<file path="config.mk">
export PLATFORM = sky130hd
export DESIGN_NAME = rf_riscv_mp
export DESIGN_NICKNAME = d
export VERILOG_FILES = /design/src/rtl/rf_riscv_mp.sv
export SDC_FILE = /design/constraint.sdc
export NUM_CORES = 2
export LEC_CHECK = 0
export CAP_MARGIN = 20
export CELL_PAD_IN_SITES_DETAIL_PLACEMENT = 2
export CELL_PAD_IN_SITES_GLOBAL_PLACEMENT = 2
export CORE_ASPECT_RATIO = 0.5
export CORE_MARGIN = 2
export CORE_UTILIZATION = 50
export DETAILED_ROUTE_END_ITERATION = 8
export DONT_BUFFER_PORTS = 1
export MAX_ROUTING_LAYER = met4
export PLACE_DENSITY_LB_ADDON = 0.1
export RECOVER_POWER = 25
export REMOVE_ABC_BUFFERS = 1
export SYNTH_ARGS = -nofsm -noshare
export SYNTH_HDL_FRONTEND = slang
export SYNTH_SLANG_ARGS = --single-unit
export TNS_END_PERCENT = 20
</file>
<file path="constraint.sdc">
create_clock -name clk_i -period 7.9 [get_ports clk_i]
set_clock_uncertainty 0.15 [all_clocks]
set_input_delay 1.185 -clock clk_i [delete_from_list [all_inputs] [get_ports clk_i]]
set_output_delay 1.185 -clock clk_i [all_outputs]
set_load 0.01 [all_outputs]
</file>
<file path="src/rtl/rf_riscv_mp.sv">
// Multi-port integer register file: NRD combinational read ports, two write ports (W1 wins on
// collision), register 0 hardwired to zero, and a post-reset sequential clear sweep gating ready_o.
module rf_riscv_mp #(
    parameter  int unsigned XLEN   = 32,
    parameter  int unsigned DEPTH  = 32,
    parameter  int unsigned NRD    = 2,
    parameter  int unsigned BYPASS = 0,
    localparam int unsigned AW     = $clog2(DEPTH)
) (
    input  logic                  clk_i,
    input  logic                  rst_i,
    output logic                  ready_o,
    input  logic [NRD*AW-1:0]     read_addr_i,
    output logic [NRD*XLEN-1:0]   read_data_o,
    input  logic                  we0_i,
    input  logic [AW-1:0]         wa0_i,
    input  logic [XLEN-1:0]       wd0_i,
    input  logic                  we1_i,
    input  logic [AW-1:0]         wa1_i,
    input  logic [XLEN-1:0]       wd1_i,
    output logic                  wr_conflict_o
);

    localparam logic [AW-1:0] LAST_ADDR = AW'(DEPTH - 1);

    typedef enum logic {
        CLEAR = 1'b0,
        RUN   = 1'b1
    } state_t;

    state_t          state_q, state_d;
    logic [AW-1:0]   clr_cnt_q, clr_cnt_d;
    logic            ready_q, ready_d;
    logic            conflict_q, conflict_d;
    logic            clr_we_c;
    logic            wr0_en_c;
    logic            wr1_en_c;

    logic [XLEN-1:0] mem_q [DEPTH];

    // State register; reset always restarts the clear sweep at address 1
    always_ff @(posedge clk_i) begin
        if (rst_i) begin
            state_q    <= CLEAR;
            clr_cnt_q  <= AW'(1);
            ready_q    <= 1'b0;
            conflict_q <= 1'b0;
        end else begin
            state_q    <= state_d;
            clr_cnt_q  <= clr_cnt_d;
            ready_q    <= ready_d;
            conflict_q <= conflict_d;
        end
    end

    // Next-state logic and write qualification
    always_comb begin
        state_d    = state_q;
        clr_cnt_d  = clr_cnt_q;
        ready_d    = ready_q;
        conflict_d = 1'b0;
        clr_we_c   = 1'b0;
        wr0_en_c   = 1'b0;
        wr1_en_c   = 1'b0;
        unique case (state_q)
            CLEAR: begin
                clr_we_c  = 1'b1;
                clr_cnt_d = AW'(clr_cnt_q + 1'b1);
                if (clr_cnt_q == LAST_ADDR) begin
                    state_d = RUN;
                    ready_d = 1'b1;
                end
            end
            RUN: begin
                wr0_en_c   = we0_i && (wa0_i != '0);
                wr1_en_c   = we1_i && (wa1_i != '0);
                conflict_d = wr0_en_c && wr1_en_c && (wa0_i == wa1_i);
            end
        endcase
    end

    // Storage array; W1 is written last so it overrides W0 on a shared address
    always_ff @(posedge clk_i) begin
        if (!rst_i) begin
            if (clr_we_c) begin
                mem_q[clr_cnt_q] <= '0;
            end
            if (wr0_en_c) begin
                mem_q[wa0_i] <= wd0_i;
            end
            if (wr1_en_c) begin
                mem_q[wa1_i] <= wd1_i;
            end
        end
    end

    for (genvar k = 0; k < NRD; k++) begin : g_rd
        logic [AW-1:0]   raddr;
        logic [XLEN-1:0] rdata;

        assign raddr = read_addr_i[k*AW +: AW];

        // Zero-latency read with optional same-cycle forwarding; lanes are blanked while clearing
        always_comb begin
            rdata = mem_q[raddr];
            if (BYPASS != 0) begin
                if (wr0_en_c && (wa0_i == raddr)) begin
                    rdata = wd0_i;
                end
                if (wr1_en_c && (wa1_i == raddr)) begin
                    rdata = wd1_i;
                end
            end
            if ((state_q != RUN) || (raddr == '0)) begin
                rdata = '0;
            end
        end

        assign read_data_o[k*XLEN +: XLEN] = rdata;
    end

    assign ready_o       = ready_q;
    assign wr_conflict_o = conflict_q;

endmodule

</file>
==> results.md <==
Outcome:
- The run finished, with violations left.
- The checks that failed: capacitance limit, slew limit.

Route:
- After detailed routing, the wire length on met1 is ~100000 um.
- The number of remaining DRC errors is 0.
- The routed wire length on met3 is 37300 um.
- In the final routed layout, each cell accounts on average for 45.5 um.
- The remaining number of nets flagged by the antenna check after routing is 0.
- The iteration count of the initial detailed-routing pass is 6.
- In the routed layout, each cell is associated on average with a via count of 7.76.
- The violation count after the first detailed-routing iteration is about 7500.
- The total detailed-routing wirelength is ~270000 um.
- The detailed router placed around 47000 vias in this run.
- The wire length on met2 is 121000 um.
- The uppermost metal layer occupied by signal nets is met4.

Logic synthesis:
- The count of distinct cell types in the synthesized netlist is 55.
- The number of flip-flops and latches in the synthesized netlist is 1032.
- After technology mapping, the gate count stands at approximately 4700.
- By area the synthesized netlist is led by sky130_fd_sc_hd__edfxtp_1, sky130_fd_sc_hd__mux4_2, sky130_fd_sc_hd__mux2_2.
- Of the post-synthesis cell area, the dominant cell type holds 0.513.
- The prevailing post-synth register cell is sky130_fd_sc_hd__edfxtp_1.
- Of the synthesized area, sequential elements account for 0.515.
- sky130_fd_sc_hd__edfxtp_1 takes more of the synthesized area than any other cell.
- After synthesis the cells add up to 60000 um^2.
- The number of flops mapped to enable cells by yosys is approximately 1000.
- The synthesized area per cell is 12.8 um^2.
- For this run, asynchronously set or reset flops after synthesis account for 0.
- The Yosys step of the flow raised 0 warnings.

Placement:
- The area after detailed placement is 61300 um^2.
- Detailed placement ended at an HPWL of ~150000 um.
- The final RePlAce weighted congestion is 0.872.
- The post-placement cell count is 5827.
- Port buffering added 0 buffers.

Finish:
- The area growth from synthesis to layout is 7.09%.
- The filler cells instantiated in the layout total 10800.
- The filler-free cell count of the finished design is 6023.
- The multi-input combinational cells in the finished layout cover a total of 27300 um^2.
- With fillers left out, the area of the finished cells amounts to 64200 um^2.
- In the final layout, the share of cells above drive strength 1 is 0.251.
- The number of nets in the final layout is around 4400.
- The sequential cell area is 30900 um^2.

Timing:
- The max-slew violation total from the final report is 401.
- The hold violation count in the final report is 0.
- The setup TNS is 0 ns.
- Of the available clock period, the critical path in the final layout requires 0.847.
- The setup-violating endpoint count in the final report is 0.
- Static timing analysis puts the maximum clock frequency at 149 MHz.
- At the pin with the least slew margin, the transition time is 3.96 ns.
- The final critical delay including setup and external delays is 6.69 ns.
- Setup repair after global routing left no endpoint under its margin.
- The normalized max-slew margin is -1.64.

Clocking:
- The H-tree was split into 3 levels.
- TritonCTS built the clock tree.
- The root buffer cell chosen for the clock tree is sky130_fd_sc_hd__clkbuf_16.
- Once the clock tree was built, the resizer swapped 0 gates to a different size.
- For this design, the sink count on the clock tree is 1032.
- The clock buffer count from CTS is between 90 and 100.
- Buffers added to address setup during post-CTS repair amount to 0.
- The total of hold buffers inserted after clock tree synthesis is 0.
- The clock transition at the registers of the reported paths is 0.06 ns.
- The clock passes through at most 3 buffers.
- For the worst-skew pair, the clock arrives at the later sink with an insertion delay of about 0.71 ns.

Critical path:
- The most frequent cell on the critical path is sky130_fd_sc_hd__clkbuf_1.
- The kind of cell adding the most delay to the critical path is buffers and inverters.
- The largest single stage delay on the critical path is 2.77 ns.
- The required time reported for the critical path endpoint is around 8.0 ns.
- For the worst setup path, the data arrival time is roughly 6.8 ns.
- Counting both buffers and inverters, the worst setup path holds a total of 3.
- Of all nets on the critical path, the largest fanout is 32.
- The slowest stage of the critical path is the sky130_fd_sc_hd__clkbuf_1 cell.
- STA classifies the critical path startpoint as a flip-flop.
- The signal on the critical path passes through clkbuf_1 > nand3b_1 > nor3b_1 > o21ai_0 > clkbuf_1 > o21bai_4 > clkbuf_1.
- STA classifies the critical path endpoint as a flip-flop.
- The class of the most critical setup path is reg -> reg.

Floorplan:
- The initial standard-cell utilization of the core is 0.506.
- The floorplan step defined a die boundary enclosing 123000 um^2.
- The number of rows created at floorplan is 89.
- The die is 249 um tall.
- From left edge to right edge, the die measures 494 um.
- The number of primary I/O pins is 154.
- The core outline area is 118000 um^2.

Global route:
- The first-pass GRT wire length is 379000 um.
- The global-route usage over all layers is 0.452.
- The number of antenna violations at the first check in global routing came to 7.
- The sum of overflow across all layers after global routing is 0.
- The via count of the first global-routing pass is 49400.
- The largest net degree at the start of global routing is 223.

Pwr:
- For this design the static power due to leakage is about 21 nW.
- For this design the ratio of total power to cell area is 178 nW/um^2.
- IR analysis of the VDD net gives a maximum drop of roughly 0.15 mV.

Worst hold path:
- The classification of the worst-slack hold path is in -> reg.

Job:
- The max capacitance violation total is 16.
==> cell usage in the layout (no fill, tap or decap), types with 5 or more instances in the layout <==
cell type,n
sky130_fd_sc_hd__inv_1,10
sky130_fd_sc_hd__mux2_2,503
sky130_fd_sc_hd__mux2i_1,523
sky130_fd_sc_hd__nand4_1,67
sky130_fd_sc_hd__a22oi_1,260
sky130_fd_sc_hd__clkinv_2,17
sky130_fd_sc_hd__o21ai_0,424
sky130_fd_sc_hd__dfxtp_1,8
sky130_fd_sc_hd__o31ai_4,11
sky130_fd_sc_hd__nor2_4,10
sky130_fd_sc_hd__nand3_1,138
sky130_fd_sc_hd__a31oi_1,62
sky130_fd_sc_hd__nand2_1,515
sky130_fd_sc_hd__mux2_1,73
sky130_fd_sc_hd__mux4_2,252
sky130_fd_sc_hd__xor2_1,5
sky130_fd_sc_hd__nand2_4,5
sky130_fd_sc_hd__nand3_4,9
sky130_fd_sc_hd__nor2b_4,8
sky130_fd_sc_hd__clkinv_1,23
sky130_fd_sc_hd__nor2_1,20
sky130_fd_sc_hd__nor3_1,7
sky130_fd_sc_hd__edfxtp_1,1024
sky130_fd_sc_hd__clkinvlp_4,6
sky130_fd_sc_hd__inv_2,30
sky130_fd_sc_hd__clkbuf_16,100
sky130_fd_sc_hd__nor3_2,10
sky130_fd_sc_hd__buf_4,87
sky130_fd_sc_hd__clkbuf_1,40
sky130_fd_sc_hd__nand2b_1,8
sky130_fd_sc_hd__diode_2,12
sky130_fd_sc_hd__nor3b_1,5
sky130_fd_sc_hd__a22o_1,62
sky130_fd_sc_hd__and2_2,6
sky130_fd_sc_hd__o21bai_4,9
==> cell type report <==
type | instances | area share
clock buffer | 120 | 0.0401
sequential | 1032 | 0.481
timing repair buffer | 115 | 0.0134
clock inverter | 60 | 0.00695
multi-input combinational | 3052 | 0.424
antenna | 12 | 0.000468
inverter | 40 | 0.00234
tap | 1592 | 0.0310
==> power by group <==
part | switching [W] | leakage [nW] | internal, W | total (W)
registers | 0.0000325 | 8.32 | 0.00599 | 0.00602
clock network | 0.00235 | 1.47 | 0.00246 | 0.00481
logic | 0.000313 | 11.7 | 0.000254 | 0.000567
==> cell usage after synthesis (3+ instances only) <==
| library cell | n |
|---|---|
| sky130_fd_sc_hd__and3_1 | 4 |
| sky130_fd_sc_hd__nor3b_1 | 6 |
| sky130_fd_sc_hd__nor4bb_1 | 3 |
| sky130_fd_sc_hd__nor3_1 | 15 |
| sky130_fd_sc_hd__nor4_1 | 4 |
| sky130_fd_sc_hd__mux2i_1 | 523 |
| sky130_fd_sc_hd__o21ai_0 | 424 |
| sky130_fd_sc_hd__o21ai_1 | 4 |
| sky130_fd_sc_hd__nand2_1 | 524 |
| sky130_fd_sc_hd__nor2_1 | 29 |
| sky130_fd_sc_hd__o21bai_1 | 9 |
| sky130_fd_sc_hd__a31oi_1 | 64 |
| sky130_fd_sc_hd__nand3_2 | 9 |
| sky130_fd_sc_hd__inv_2 | 33 |
| sky130_fd_sc_hd__and4b_1 | 3 |
| sky130_fd_sc_hd__buf_2 | 203 |
| sky130_fd_sc_hd__a22o_1 | 62 |
| sky130_fd_sc_hd__nand2b_1 | 8 |
| sky130_fd_sc_hd__nand3_1 | 138 |
| sky130_fd_sc_hd__a22oi_1 | 260 |
| sky130_fd_sc_hd__o31ai_1 | 15 |
| sky130_fd_sc_hd__mux2_1 | 73 |
| sky130_fd_sc_hd__nand4_1 | 67 |
| sky130_fd_sc_hd__buf_1 | 34 |
| sky130_fd_sc_hd__inv_1 | 7 |
| sky130_fd_sc_hd__xor2_1 | 5 |
| sky130_fd_sc_hd__mux4_2 | 252 |
| sky130_fd_sc_hd__dfxtp_1 | 8 |
| sky130_fd_sc_hd__mux2_2 | 503 |
| sky130_fd_sc_hd__and2_1 | 8 |
| sky130_fd_sc_hd__clkbuf_1 | 304 |
| sky130_fd_sc_hd__edfxtp_1 | 1024 |
| sky130_fd_sc_hd__buf_4 | 4 |
| sky130_fd_sc_hd__nor2b_1 | 11 |
| sky130_fd_sc_hd__a21oi_1 | 3 |
==> metal layers <==
| layer | vias to the layer above | track usage |
|---|---|---|
| met1 | 24600 | 0.582 |
| met2 | 3746 | 0.655 |
| met3 | 919 | 0.130 |
| met5 | - | - |
| met4 | 0 | 0.226 |
| li1 | 17500 | - |
==> metrics by stage <==
stage           util  hold slack [ns]  total power, W  setup slack, ns
6_report       0.542            0.384          0.0114             1.21
5_1_grt        0.542            0.373          0.0116             1.34
4_1_cts        0.543            0.350          0.0113             2.15
3_5_place_dp   0.518            0.415         0.00668             2.94
3_3_place_gp   0.517            0.411         0.00664             2.86
2_1_floorplan      -            0.353         0.00645            0.513
==> cells by family (layout without fill, tap and decap cells) <==
group / Yosys count / after routing / share of synthesized area
adder cells (fa/ha/maj): 2 / 2 / 0.000417
buffers and inverters: 585 / 335 / 0.0411
XOR/XNOR: 7 / 7 / 0.00102
AO/OA/AOI/OAI: 852 / 852 / 0.0888
other: 0 / 12 / 0
multiplexers: 1351 / 1351 / 0.290
AND/OR/NAND/NOR: 840 / 840 / 0.0632
flip-flops: 1032 / 1032 / 0.515
==> sequential cells by signal, summed over array words and instances (netlist names) <==
signal         flops
clr_cnt_q          5
ready_o            1
mem_q           1024
state_q            1
wr_conflict_o      1
==> final timing paths <==
path	slack, ns	endpoint	cells past startpoint	start
max	1.21	mem_q[27][16]	7	state_q
min	0.38	clr_cnt_q[3]	1	rst_i
max reg2reg	1.21	mem_q[27][16]	7	state_q
min reg2reg	0.42	ready_o	2	ready_o
Power figures use the tool's default switching activity.
